### src/rtl/lsu_req_ctrl_pkg.sv
// Shared encodings for the LSU request sequencer: FSM states, access sizes,
// load funct3 codes and the natural-alignment check.
package lsu_req_ctrl_pkg;

  typedef enum logic [2:0] {
    ST_IDLE  = 3'd0,
    ST_REQ   = 3'd1,
    ST_RESP  = 3'd2,
    ST_DRAIN = 3'd3,
    ST_DONE  = 3'd4
  } lsu_state_e;

  localparam logic [1:0] SZ_B = 2'd0;
  localparam logic [1:0] SZ_H = 2'd1;
  localparam logic [1:0] SZ_W = 2'd2;
  localparam logic [1:0] SZ_D = 2'd3;

  localparam logic [2:0] FUNCT3_LB  = 3'b000;
  localparam logic [2:0] FUNCT3_LH  = 3'b001;
  localparam logic [2:0] FUNCT3_LW  = 3'b010;
  localparam logic [2:0] FUNCT3_LD  = 3'b011;
  localparam logic [2:0] FUNCT3_LBU = 3'b100;
  localparam logic [2:0] FUNCT3_LHU = 3'b101;
  localparam logic [2:0] FUNCT3_LWU = 3'b110;

  function automatic logic is_aligned(input logic [2:0] addr_lo, input logic [1:0] wlen);
    logic ok;
    ok = 1'b1;
    case (wlen)
      SZ_H:    ok = (addr_lo[0] == 1'b0);
      SZ_W:    ok = (addr_lo[1:0] == 2'b00);
      SZ_D:    ok = (addr_lo == 3'b000);
      default: ok = 1'b1;
    endcase
    return ok;
  endfunction

endpackage

### src/rtl/lsu_req_ctrl_if.sv
// Dcache request/response port: valid/ready request channel plus a response strobe.
interface lsu_req_ctrl_if;
  logic        dc_req_valid_o;
  logic        dc_req_ready_i;
  logic        dc_wen_o;
  logic [63:0] dc_addr_o;
  logic [63:0] dc_wdata_o;
  logic [1:0]  dc_wlen_o;
  logic        dc_resp_valid_i;
  logic [63:0] dc_rdata_i;

  modport master (
    output dc_req_valid_o, dc_wen_o, dc_addr_o, dc_wdata_o, dc_wlen_o,
    input  dc_req_ready_i, dc_resp_valid_i, dc_rdata_i
  );

  modport slave (
    input  dc_req_valid_o, dc_wen_o, dc_addr_o, dc_wdata_o, dc_wlen_o,
    output dc_req_ready_i, dc_resp_valid_i, dc_rdata_i
  );
endinterface

### src/rtl/lsu_req_ctrl_load_ext.sv
// Load result extension: selects sign/zero extension of right-justified dcache data by funct3.
module lsu_load_ext
  import lsu_req_ctrl_pkg::*;
(
  input  logic [2:0]  funct3_i,
  input  logic [63:0] rdata_i,
  output logic [63:0] data_o
);

  always_comb begin
    data_o = '0;
    case (funct3_i)
      FUNCT3_LB:  data_o = {{56{rdata_i[7]}},  rdata_i[7:0]};
      FUNCT3_LH:  data_o = {{48{rdata_i[15]}}, rdata_i[15:0]};
      FUNCT3_LW:  data_o = {{32{rdata_i[31]}}, rdata_i[31:0]};
      FUNCT3_LD:  data_o = rdata_i;
      FUNCT3_LBU: data_o = {56'd0, rdata_i[7:0]};
      FUNCT3_LHU: data_o = {48'd0, rdata_i[15:0]};
      FUNCT3_LWU: data_o = {32'd0, rdata_i[31:0]};
      default:    data_o = '0;
    endcase
  end

endmodule

### src/rtl/lsu_req_ctrl.sv
// Single-outstanding load/store sequencer between ID and the dcache port, with
// misalignment rejection, flush draining and a response timeout.
module lsu_req_ctrl
  import lsu_req_ctrl_pkg::*;
#(
  parameter int TIMEOUT_CYCLES = 256
) (
  input  logic          clk,
  input  logic          rst,
  input  logic          id_req_valid_i,
  input  logic          id_wen_i,
  input  logic [63:0]   id_addr_i,
  input  logic [63:0]   id_wdata_i,
  input  logic [1:0]    id_wlen_i,
  input  logic [2:0]    id_funct3_i,
  input  logic [4:0]    id_rd_addr_i,
  input  logic          flush_i,
  lsu_req_ctrl_if.master dc,
  output logic          stall_o,
  output logic          ld_valid_o,
  output logic [63:0]   ld_data_o,
  output logic [4:0]    ld_rd_addr_o,
  output logic          misalign_o,
  output logic          timeout_o
);

  localparam int CW = $clog2(TIMEOUT_CYCLES + 1);
  localparam logic [CW-1:0] CNT_LAST = CW'(TIMEOUT_CYCLES - 1);

  lsu_state_e  state_q;
  logic [CW-1:0] cnt_q, cnt_d;
  logic        wen_q, req_vld_q, ld_pend_q, misalign_q, timeout_q;
  logic [63:0] addr_q, wdata_q, ld_data_q, ext_data;
  logic [1:0]  wlen_q;
  logic [2:0]  funct3_q;
  logic [4:0]  rd_q, ld_rd_q;
  logic        aligned, cnt_exp;

  assign aligned = is_aligned(id_addr_i[2:0], id_wlen_i);
  assign cnt_exp = (cnt_q == CNT_LAST);
  // Counter wraps at expiry so DRAIN can time a second full window.
  assign cnt_d   = cnt_exp ? '0 : cnt_q + 1'b1;

  lsu_load_ext u_ext (
    .funct3_i (funct3_q),
    .rdata_i  (dc.dc_rdata_i),
    .data_o   (ext_data)
  );

  always_ff @(posedge clk or negedge rst) begin
    if (!rst) begin
      state_q    <= ST_IDLE;
      cnt_q      <= '0;
      wen_q      <= 1'b0;
      addr_q     <= '0;
      wdata_q    <= '0;
      wlen_q     <= '0;
      funct3_q   <= '0;
      rd_q       <= '0;
      req_vld_q  <= 1'b0;
      ld_pend_q  <= 1'b0;
      ld_data_q  <= '0;
      ld_rd_q    <= '0;
      misalign_q <= 1'b0;
      timeout_q  <= 1'b0;
    end else begin
      misalign_q <= 1'b0;
      timeout_q  <= 1'b0;
      ld_pend_q  <= 1'b0;
      case (state_q)
        ST_IDLE: begin
          if (id_req_valid_i && !flush_i) begin
            if (aligned) begin
              wen_q     <= id_wen_i;
              addr_q    <= id_addr_i;
              wdata_q   <= id_wdata_i;
              wlen_q    <= id_wlen_i;
              funct3_q  <= id_funct3_i;
              rd_q      <= id_rd_addr_i;
              req_vld_q <= 1'b1;
              state_q   <= ST_REQ;
            end else begin
              misalign_q <= 1'b1;
            end
          end
        end
        ST_REQ: begin
          // An accepted request must still be drained even if flushed this cycle.
          if (dc.dc_req_ready_i) begin
            req_vld_q <= 1'b0;
            cnt_q     <= '0;
            state_q   <= flush_i ? ST_DRAIN : ST_RESP;
          end else if (flush_i) begin
            req_vld_q <= 1'b0;
            state_q   <= ST_IDLE;
          end
        end
        ST_RESP: begin
          if (dc.dc_resp_valid_i) begin
            state_q <= ST_DONE;
            if (!wen_q) begin
              ld_data_q <= ext_data;
              ld_rd_q   <= rd_q;
              ld_pend_q <= 1'b1;
            end
          end else begin
            cnt_q <= cnt_d;
            if (flush_i) begin
              state_q <= ST_DRAIN;
            end else if (cnt_exp) begin
              timeout_q <= 1'b1;
              state_q   <= ST_DRAIN;
            end
          end
        end
        ST_DRAIN: begin
          if (dc.dc_resp_valid_i) begin
            state_q <= ST_IDLE;
          end else begin
            cnt_q <= cnt_d;
            if (cnt_exp) state_q <= ST_IDLE;
          end
        end
        ST_DONE: state_q <= ST_IDLE;
        default: state_q <= ST_IDLE;
      endcase
    end
  end

  assign stall_o = (state_q == ST_IDLE && id_req_valid_i && aligned && !flush_i)
                 || state_q == ST_REQ || state_q == ST_RESP || state_q == ST_DRAIN;

  assign dc.dc_req_valid_o = req_vld_q;
  assign dc.dc_wen_o       = wen_q;
  assign dc.dc_addr_o      = addr_q;
  assign dc.dc_wdata_o     = wdata_q;
  assign dc.dc_wlen_o      = wlen_q;

  assign ld_valid_o   = ld_pend_q & ~flush_i;
  assign ld_data_o    = ld_data_q;
  assign ld_rd_addr_o = ld_rd_q;
  assign misalign_o   = misalign_q;
  assign timeout_o    = timeout_q;

endmodule
### src/flat_wrapper.sv
// flat-port wrapper written by rule: the top's interface ports become plain ports
module lsu_req_ctrl_flat import lsu_req_ctrl_pkg::*;
#(
  parameter int TIMEOUT_CYCLES = 256
)
  (clk, rst, id_req_valid_i, id_wen_i, id_addr_i, id_wdata_i, id_wlen_i, id_funct3_i, id_rd_addr_i, flush_i, stall_o, ld_valid_o, ld_data_o, ld_rd_addr_o, misalign_o, timeout_o, dc_dc_req_valid_o, dc_dc_wen_o, dc_dc_addr_o, dc_dc_wdata_o, dc_dc_wlen_o, dc_dc_req_ready_i, dc_dc_resp_valid_i, dc_dc_rdata_i);
  lsu_req_ctrl_if dc_i ();
  input  logic clk;
  input  logic rst;
  input  logic id_req_valid_i;
  input  logic id_wen_i;
  input  logic [63:0] id_addr_i;
  input  logic [63:0] id_wdata_i;
  input  logic [1:0] id_wlen_i;
  input  logic [2:0] id_funct3_i;
  input  logic [4:0] id_rd_addr_i;
  input  logic flush_i;
  output logic stall_o;
  output logic ld_valid_o;
  output logic [63:0] ld_data_o;
  output logic [4:0] ld_rd_addr_o;
  output logic misalign_o;
  output logic timeout_o;
  output wire logic [$bits(dc_i.dc_req_valid_o)-1:0] dc_dc_req_valid_o;
  output wire logic [$bits(dc_i.dc_wen_o)-1:0] dc_dc_wen_o;
  output wire logic [$bits(dc_i.dc_addr_o)-1:0] dc_dc_addr_o;
  output wire logic [$bits(dc_i.dc_wdata_o)-1:0] dc_dc_wdata_o;
  output wire logic [$bits(dc_i.dc_wlen_o)-1:0] dc_dc_wlen_o;
  input wire logic [$bits(dc_i.dc_req_ready_i)-1:0] dc_dc_req_ready_i;
  input wire logic [$bits(dc_i.dc_resp_valid_i)-1:0] dc_dc_resp_valid_i;
  input wire logic [$bits(dc_i.dc_rdata_i)-1:0] dc_dc_rdata_i;
  assign dc_dc_req_valid_o = dc_i.dc_req_valid_o;
  assign dc_dc_wen_o = dc_i.dc_wen_o;
  assign dc_dc_addr_o = dc_i.dc_addr_o;
  assign dc_dc_wdata_o = dc_i.dc_wdata_o;
  assign dc_dc_wlen_o = dc_i.dc_wlen_o;
  assign dc_i.dc_req_ready_i = dc_dc_req_ready_i;
  assign dc_i.dc_resp_valid_i = dc_dc_resp_valid_i;
  assign dc_i.dc_rdata_i = dc_dc_rdata_i;
  lsu_req_ctrl #(.TIMEOUT_CYCLES(TIMEOUT_CYCLES)) u_core (.clk(clk), .rst(rst), .id_req_valid_i(id_req_valid_i), .id_wen_i(id_wen_i), .id_addr_i(id_addr_i), .id_wdata_i(id_wdata_i), .id_wlen_i(id_wlen_i), .id_funct3_i(id_funct3_i), .id_rd_addr_i(id_rd_addr_i), .flush_i(flush_i), .dc(dc_i), .stall_o(stall_o), .ld_valid_o(ld_valid_o), .ld_data_o(ld_data_o), .ld_rd_addr_o(ld_rd_addr_o), .misalign_o(misalign_o), .timeout_o(timeout_o));
endmodule
### config.mk
export PLATFORM = sky130hd
export DESIGN_NAME = lsu_req_ctrl_flat
export DESIGN_NICKNAME = d
export VERILOG_FILES = /design/src/rtl/lsu_req_ctrl_pkg.sv /design/src/rtl/lsu_req_ctrl_if.sv /design/src/rtl/lsu_req_ctrl_load_ext.sv /design/src/rtl/lsu_req_ctrl.sv /design/src/flat_wrapper.sv
export SDC_FILE = /design/constraint.sdc
export NUM_CORES = 1
export LEC_CHECK = 0
export ABC_AREA = 1
export CELL_PAD_IN_SITES_DETAIL_PLACEMENT = 1
export CELL_PAD_IN_SITES_GLOBAL_PLACEMENT = 1
export CORE_AREA = 10 10 197 199
export CTS_CLUSTER_SIZE = 24
export DETAILED_ROUTE_END_ITERATION = 12
export DIE_AREA = 0 0 207 209
export PLACE_DENSITY = 0.75
export SYNTH_ARGS = -nofsm -noshare
export SYNTH_HDL_FRONTEND = slang
export SYNTH_SLANG_ARGS = --single-unit
### constraint.sdc
create_clock -name clk -period 1.8 [get_ports clk]
set_input_delay 0.36 -clock clk [delete_from_list [all_inputs] [get_ports clk]]
set_output_delay 0.36 -clock clk [all_outputs]
set_load 0.005 [all_outputs]
==> impl_metrics.py <==
metrics = {
    "sta": {
        "tightest_slew_ps": 774,
        "period_share_pct": 103,
        "finalClockSkew_ps": 7.58,
        "fin_hold_ws_ps": 315,
        "tns_ps": -48.8,
        "fmax_ghz": 0.541,
        "min_period_ps": 1850,
        "worst_slack_ps": -48.8,
        "rsz0062_at_grt": "yes",
        "slew_viol_final": 0,
        "hold_violations": 0,
        "maxSlewHeadroom_pct": 48.3,
        "setup_viol": 1,
    },
    "clock_network": {
        "cts_tree": "done",
        "cts_buffers": 27,
        "clockBufferDepth": 3,
        "clockRootBuffer": "clkbuf_16",
        "path_clk_slew_ps": 60,
        "cts_num_sinks": 224,
        "clkLatencyLatePin_ps": 530,
        "htree_levels": 1,
    },
    "setup_path": {
        "rr_startpoint": "u_core.state_q[0]",
        "critPathMaxStageDelay_ps": 440,
        "r2r_cells": 6,
        "cp.arrival_ps": 1490,
        "required_ps": 1440,
        "slowest_stage": "dfrtp_2",
        "r2r_setup_slack_ps": 120,
        "startpoint_type": "flip-flop",
        "critPathTopFamily": "flip-flops",
        "endpoint_kind": "output pin",
        "worstSetupPathType": "flip-flop to output pin",
        "critPathMaxFanout": 4,
        "cp_num_buf_inv": 1,
        "reg2reg_to": "u_core.dc.dc_addr_o[16]",
        "crit_chain": "nor3_4, nand3_4, nand3_2, buf_6",
        "crit_cells": 4,
    },
    "place": {
        "dpl_cell_area_mm2": 0.0144,
        "io_buffers": 413,
        "hpwl_mm": 29.3,
        "placed_cells": 1975,
        "dpl_worst_slack_ps": -527,
        "gp_congestion": 0.803,
    },
    "die": {
        "die_width_um": 207,
        "core_mm2": 0.0351,
        "io_pins": 414,
        "die_area_mm2": 0.0433,
        "initial_core_util_pct": 26.6,
        "rows": 69,
        "die_h_um": 209,
    },
    "power": {
        "peakVddDrop_v": 0.000854,
        "power_mw": 22.5,
        "leakage_nw": 8.50,
        "p_per_area_mw_per_mm2": 1470,
    },
    "synthesis": {
        "synth_area_mm2": 0.00931,
        "ys.flop_type": "dfrtp_1",
        "synth_top_area_share_pct": 60.2,
        "synthTopCellsByArea": "dfrtp_1, nand2_1, o21ai_0",
        "synthCells": 1108,
        "yosysSeqAreaShare_pct": 60.2,
        "synthesis.nets": 1318,
        "synth_warnings": 0,
        "ys_ff_latch": 224,
        "synthArstFlopShare_pct": 100,
        "yosys.area.top_type": "dfrtp_1",
        "ys_types": 19,
        "synth_edf_count": 0,
        "avgSynthCellArea_um2": 8.40,
    },
    "drt": {
        "dr.pass1.iters": 4,
        "routed.top_layer": "met5",
        "met2_wirelength_mm": 18.1,
        "final_antenna_net_count": 0,
        "wl_met1_mm": 15.1,
        "wl_per_cell_um": 18.9,
        "post-route-drc-count": 0,
        "vias": 8991,
        "met3_length_mm": 4.59,
        "via_per_inst": 4.44,
        "drtIter0Drc": 334,
        "drt-total-wl_mm": 38.3,
    },
    "global_routing": {
        "grt_max_degree": 64,
        "grtUsageTotal_pct": 17.1,
        "antenna_found_initial": 5,
        "grt_pass1_vias": 9985,
        "grt_pass1_wl_mm": 59.4,
        "grt-ovfl-total": 0,
    },
    "finish": {
        "nNetsFinal": 1757,
        "fin_cells": 2027,
        "final_common_cell": "nand2_1",
        "design_area_mm2": 0.0152,
        "seqCellArea_mm2": 0.00561,
        "fill_cells": 4139,
        "layout-drive-gt1-share_pct": 7.41,
        "area_growth_pct": 63.7,
        "final_cell_mix": "nand2_1, clkdlybuf4s50_1, dfrtp_1, inv_1, o21ai_0",
        "multi_input_area_mm2": 0.00291,
        "final_util_pct": 43.5,
    },
    "job": {
        "drv_cap": 0,
    },
    "status": {
        "failed_checks": "setup timing",
        "outcome": "finished with violations",
    },
    "hold_path": {
        "hold_path_class": "input pin to asynchronous set/reset pin",
    },
}
[report_power, final]
part / internal (mW) / switching [mW] / total, mW / leakage (nW)
sequential: 7.22 / 1.22 / 8.45 / 2.86
clock: 3.12 / 2.15 / 5.27 / 0.433
combinational: 4.45 / 4.29 / 8.74 / 5.21
[per-layer routing]
layer	track usage (%)	vias up
met1	19.2	4303
met2	29.0	341
met4	2.69	10
met5	0	-
li1	-	4294
met3	8.75	43
[how the worst max path moves through the flow]
stage                           start                      end  slack (ps)
floorplan           u_core.state_q[0]                  stall_o          20
global placement         id_addr_i[0]                  stall_o        -490
detailed placement       id_wlen_i[0]  u_core.dc.dc_addr_o[16]        -530
CTS                 u_core.state_q[2]                  stall_o        -130
global route        u_core.state_q[0]                  stall_o        -160
finish              u_core.state_q[0]                  stall_o         -50
[timing repair]
action	in CTS	in global routing
cloned	0	0
pin swaps	1	3
hold endpoints to repair	31	0
setup buffers	0	3
hold buffers	1	0
endpoints found under the setup margin	125	122
gates resized for setup	131	54
[layout make-up]
class                      instances  area share (%)
tap                              461            3.79
multi-input combinational        668            19.1
clock buffer                      36            5.05
timing repair buffer             467            30.7
clock inverter                    11           0.550
inverter                         159            3.92
antenna                            1          0.0164
sequential                       224            36.8
[cells by family (layout without fill, tap and decap cells)]
group                      count (synthesis)  count (layout)  share of synthesized area (%)
and+or+nand+nor                          480             480                           20.6
DFF                                      224             224                           60.2
buffers and inverters                    216             673                           8.91
AOI/OAI and AO/OA                        187             187                           10.1
adders and majority gates                  1               1                          0.134
other                                      0               1                              0
[registers in the layout, summed over array words and instances (netlist names)]
register	cells
u_core.ld_pend_q	1
u_core.rd_q	5
u_core.dc.dc_req_valid_o	1
u_core.dc.dc_addr_o	64
u_core.cnt_q	9
u_core.state_q	3
u_core.dc.dc_wlen_o	2
u_core.ld_rd_addr_o	5
u_core.dc.dc_wen_o	1
u_core.misalign_o	1
u_core.dc.dc_wdata_o	64
u_core.funct3_q	3
u_core.ld_data_o	64
u_core.timeout_o	1
[cell usage after synthesis, types with 2 or more instances]
library cell  instances
dfrtp_1             224
nor2_1               29
nor3_1                5
inv_1               157
nand3_1              52
nand2_1             382
buf_2                15
nand4_1               8
a21oi_1              27
inv_2                 2
o21ai_1               4
o21ai_0             155
clkbuf_1             42
(Power assumes the default switching activity.)
